===== config.mk =====
export PLATFORM = sky130hd
export DESIGN_NAME = updown_counter_7seg_mux
export DESIGN_NICKNAME = d
export VERILOG_FILES = /design/src/rtl/updown_counter_7seg_mux.sv
export SDC_FILE = /design/constraint.sdc
export NUM_CORES = 1
export LEC_CHECK = 0
export ABC_AREA = 0
export BUFFER_PORTS_ARGS = -buffer_cell sky130_fd_sc_hd__clkbuf_2
export CELL_PAD_IN_SITES_DETAIL_PLACEMENT = 0
export CELL_PAD_IN_SITES_GLOBAL_PLACEMENT = 2
export CORE_MARGIN = 2
export CORE_UTILIZATION = 36
export CTS_CLUSTER_DIAMETER = 50
export DETAILED_ROUTE_END_ITERATION = 7
export GPL_ROUTABILITY_DRIVEN = 0
export GPL_TIMING_DRIVEN = 0
export PLACE_DENSITY_LB_ADDON = 0.1
export SYNTH_ARGS = -nofsm -noshare
export SYNTH_HDL_FRONTEND = slang
export SYNTH_HIERARCHICAL = 1
export SYNTH_SLANG_ARGS = --single-unit

===== constraint.sdc =====
create_clock -name clk -period 4.1 [get_ports clk]
set_input_delay 0.205 -clock clk [delete_from_list [all_inputs] [get_ports clk]]
set_output_delay 0.205 -clock clk [all_outputs]
set_load 0.05 [all_outputs]

===== src/rtl/updown_counter_7seg_mux.sv =====
// Multi-digit BCD/hex up/down counter with a tick prescaler and a time-multiplexed
// 7-segment driver. Per-digit step/clamp/zero-detect lives in updown_digit.
module updown_digit #(
  parameter int RADIX = 10
) (
  input  logic [3:0] d,
  input  logic [3:0] ld,
  input  logic       dir,
  input  logic       cin,
  input  logic       uz_in,
  output logic [3:0] nxt,
  output logic [3:0] ld_clamp,
  output logic       cout,
  output logic       uz_out
);
  localparam logic [3:0] MAXD = 4'(RADIX - 1);

  always_comb begin
    nxt  = d;
    cout = 1'b0;
    if (cin) begin
      if (dir) begin
        if (d == MAXD) begin nxt = 4'd0; cout = 1'b1; end
        else nxt = d + 4'd1;
      end else begin
        if (d == 4'd0) begin nxt = MAXD; cout = 1'b1; end
        else nxt = d - 4'd1;
      end
    end
  end

  assign ld_clamp = (ld > MAXD) ? MAXD : ld;
  // true when this digit and every digit above it are zero
  assign uz_out   = uz_in & (d == 4'd0);
endmodule

module updown_counter_7seg_mux #(
  parameter int DIGITS         = 4,
  parameter int RADIX          = 10,
  parameter int DIV_COUNT      = 50000000,
  parameter int SCAN_DIV       = 50000,
  parameter bit SEG_ACTIVE_LOW = 1,
  parameter bit AN_ACTIVE_LOW  = 1,
  parameter bit BLANK_LEADING  = 0
) (
  input  logic                  clk,
  input  logic                  rst,
  input  logic                  dir,
  input  logic                  en,
  input  logic                  load,
  input  logic [4*DIGITS-1:0]   load_val,
  output logic [4*DIGITS-1:0]   value,
  output logic                  wrap,
  output logic [6:0]            seg,
  output logic [DIGITS-1:0]     an
);
  localparam int PW = (DIV_COUNT > 1) ? $clog2(DIV_COUNT) : 1;
  localparam int SW = (SCAN_DIV > 1) ? $clog2(SCAN_DIV) : 1;
  localparam int IW = (DIGITS > 1) ? $clog2(DIGITS) : 1;
  localparam logic [6:0]        SEG_OFF = {7{SEG_ACTIVE_LOW}};
  localparam logic [DIGITS-1:0] AN_OFF  = {DIGITS{AN_ACTIVE_LOW}};

  function automatic logic [6:0] seg_lut(input logic [3:0] h);
    case (h)
      4'h0: seg_lut = 7'h3F; 4'h1: seg_lut = 7'h06; 4'h2: seg_lut = 7'h5B; 4'h3: seg_lut = 7'h4F;
      4'h4: seg_lut = 7'h66; 4'h5: seg_lut = 7'h6D; 4'h6: seg_lut = 7'h7D; 4'h7: seg_lut = 7'h07;
      4'h8: seg_lut = 7'h7F; 4'h9: seg_lut = 7'h6F; 4'hA: seg_lut = 7'h77; 4'hB: seg_lut = 7'h7C;
      4'hC: seg_lut = 7'h39; 4'hD: seg_lut = 7'h5E; 4'hE: seg_lut = 7'h79; default: seg_lut = 7'h71;
    endcase
  endfunction

  logic [DIGITS-1:0][3:0] dig, dig_nx, dig_ld;
  logic [DIGITS:0]        carry, uz;
  logic [DIGITS-1:0]      blank_d;
  logic [PW-1:0]          presc;
  logic [SW-1:0]          scnt;
  logic [IW-1:0]          idx;
  logic                   tick, step, scan_step;
  logic [6:0]             pat, seg_nx;
  logic [DIGITS-1:0]      an_nx;

  assign carry[0]   = 1'b1;
  assign uz[DIGITS] = 1'b1;
  assign blank_d    = uz[DIGITS-1:0];

  for (genvar i = 0; i < DIGITS; i++) begin : g_dig
    updown_digit #(.RADIX(RADIX)) u_dig (
      .d(dig[i]), .ld(load_val[4*i +: 4]), .dir(dir), .cin(carry[i]), .uz_in(uz[i+1]),
      .nxt(dig_nx[i]), .ld_clamp(dig_ld[i]), .cout(carry[i+1]), .uz_out(uz[i])
    );
  end

  assign tick      = (presc == PW'(DIV_COUNT - 1));
  assign step      = tick & en & ~load;
  assign scan_step = (scnt == SW'(SCAN_DIV - 1));
  assign value     = dig;

  always_comb begin
    pat = seg_lut(dig[idx]);
    if (BLANK_LEADING && (idx != '0) && blank_d[idx]) pat = 7'h00;
    seg_nx = SEG_ACTIVE_LOW ? ~pat : pat;
    an_nx  = DIGITS'(1) << idx;
    if (AN_ACTIVE_LOW) an_nx = ~an_nx;
  end

  always_ff @(posedge clk) begin
    if (rst) begin
      presc <= '0;
      scnt  <= '0;
      idx   <= '0;
      dig   <= '0;
      wrap  <= 1'b0;
      seg   <= SEG_OFF;
      an    <= AN_OFF;
    end else begin
      // load restarts the tick period so the first step lands DIV_COUNT cycles later
      presc <= (load || tick) ? '0 : presc + 1'b1;
      if (load) dig <= dig_ld;
      else if (step) dig <= dig_nx;
      wrap <= step & carry[DIGITS];
      if (scan_step) begin
        scnt <= '0;
        idx  <= (idx == IW'(DIGITS - 1)) ? '0 : idx + 1'b1;
      end else begin
        scnt <= scnt + 1'b1;
      end
      seg <= seg_nx;
      an  <= an_nx;
    end
  end
endmodule


==> qor.txt <==
Worst Hold End - value[6]
Die Height - 118 um
Final Hold Viols - 0
maxcap violations - 0
shortest period the worst path allows - 3.69 ns
Ys Warns - 6
R2R depth - 11
global-route congestion overflow total - 0
slew margin rel. - 61.6%
number of antenna-violating nets in the routed design - 0
Worst Setup Start Kind - flop
worst setup timing slack at the placement stage - -0.585 ns
cells along the critical path - or3_1 > a2111oi_4 > inv_1 > a2111oi_4 > inv_1 > a2111oi_4 > inv_1 > nor4b_1 > a211o_1 > a41oi_1 > a221oi_1
vias in the first global route - 4081
Crit path required time - 4.34 ns
CTS Buffer Depth - 2
1st-iter DRT viols - 299
number of buffers created by CTS - 9
arrival time of data at the critical path endpoint - 3.94 ns
pin count of the biggest net entering global routing - 17
Syn-to-layout area delta - 18.0%
count of endpoints failing setup in the final report - 0
Detailed Place HPWL - 9.01 mm
endpoint of the worst register-to-register path - value[15]
Critical Path End Type - flop
IO Count - 49
reg-to-reg setup timing slack - 0.41 ns
standard-cell row count - 41
worst hold slack - 0.193 ns
cell at the slowest stage of the critical path - sky130_fd_sc_hd__a2111oi_4
Die X-Extent - 118 um
clock root buffer - sky130_fd_sc_hd__clkbuf_16
CTS Hold Buffers Added - 0
Critical Path Max Stage Delay - 0.56 ns
share of post-route cells with drive strength above 1 - 17.6%
WS Path Type - reg2reg
clock latency at the later pin of the worst-skew pair - 0.34 ns
number of vias in the routed layout - 4375
Least-Margin Pin Slew - 0.576 ns
leakage - 0.00201 uW
mapped cell area - 4640 um2
Min-Delay Path Depth - 4
Die Area - 13800 um2
maximum clock rate - 271 MHz
path class of the lowest-slack min-delay path - in2reg
slack of the critical path - 0.406 ns
worst hold start - load_val[7]
clock tree from TritonCTS - yes
vias per std cell - 5.49
result of the run - finished clean
overall routed net length - 12.4 mm
Syn Area/Cell - 8.39 um2
number of standard cells after synthesis - 553
utilization after layout - 43.4%
DRC violations left - 0
CTS H-tree lvls - 3
max-slew violation total from the final report - 0
RSZ-0062 raised after global routing - false
global-route wire length before repair - 20.7 mm
initial core utilization - 36.8%
largest voltage drop on the vdd net - 0.205 mV
number of buffers added on ports - 45
overall fraction of global-route tracks in use - 18.2%
worst clock skew - 0.00541 ns
clock transition at the registers of the reported paths - 0.06 ns
net total in the final layout - 653
Crit Reg-Reg Startpoint - value[3]
core area - 12600 um2
overall power of the completed layout - 1830 uW
wire length per cell after detailed routing - 15.5 um
final critical-path share of the clock period - 90.1%
number of antenna violations at the first check in global routing - 0
number of search-and-repair iterations in the first detailed-routing pass - 4
# diodes - 0
power density normalized to cell area - 334 nW/um2
worst-path fanout max - 10
TritonCTS Sinks - 72
[critical path: cells and delay by family, from the launching register on]
family	cells	cell delay, ns
simple gates	2	0.79
buf+inv	3	0.59
flops	1	0.42
compound gates	6	1.80
[where the power goes]
| group | internal, uW | switching (uW) | total [uW] | leakage, uW |
|---|---|---|---|---|
| Sequential | 722 | 27.7 | 749 | 0.000588 |
| Combinational | 101 | 192 | 293 | 0.00129 |
| Clock | 471 | 315 | 786 | 0.000138 |
| Total | 1290 | 535 | 1830 | 0.00201 |
[per-stage QoR]
step,instance area (um2),setup TNS (ns),cells
after floorplan,4660,0,559
after global placement,5100,-2.35,776
after detailed placement,5100,-2.05,776
after CTS,5440,0,792
after global routing,5480,0,797
final,5480,0,797
[cell type report]
cell class / instances / area, um2
Buffer: 47 / 234
Inverter: 37 / 139
Fill cell: 1348 / 7140
Multi-Input combinational cell: 403 / 2890
Timing Repair Buffer: 50 / 263
Clock buffer: 9 / 225
Sequential cell: 72 / 1440
Clock inverter: 7 / 71.3
Tap cell: 172 / 215
[layer usage]
layer  global-route usage (%)  vias up  part of all wire [%]
li1                         -     2185                     -
met2                     30.2      100                    47
met5                        0        -                     0
met3                     3.78       17                   4.3
met1                     23.8     2073                    47
met4                     5.80        0                   1.7
[what timing repair did]
| action | CTS | global route |
|---|---|---|
| pin swaps | 0 | 2 |
| setup buffers | 0 | 5 |
| gates resized for setup | 3 | 0 |
| gates cloned | 0 | 0 |
| endpoints found under the setup margin | 5 | 4 |
[cell usage in the layout (no fill, tap or decap), drive strengths merged, types with 6 or more instances in the layout]
cell type,n
a21boi,8
a21oi,19
a221oi,16
a31oi,6
a41oi,16
and3,7
and4,8
buf,31
clkbuf,75
conb,7
dfxtp,72
ha,12
inv,36
mux2i,6
nand2,18
nand2b,7
nand3,21
nand4,17
nor2,34
nor2b,17
nor3,9
nor4,7
nor4b,6
o21ai,31
o31ai,30
or3,10
or4,10
xnor2,21
xor2,16
[registers in the layout, indices dropped and copies added (netlist names)]
register and cells:
idx 2, seg 7, an 4, value 16, scnt 16, presc 26
wrap 1
[worst max path at each step]
stage / from / to / slack [ns] / cells past startpoint
3_5_place_dp: value[3] / value[15] / -0.58 / 11
3_3_place_gp: value[3] / value[15] / -0.65 / 11
4_1_cts: value[3] / value[15] / 0.03 / 11
2_1_floorplan: value[3] / value[15] / 0.04 / 11
5_1_grt: value[3] / value[15] / 0.13 / 11
6_report: value[3] / value[15] / 0.41 / 11
Note: power is estimated with default switching activity, not from simulation.
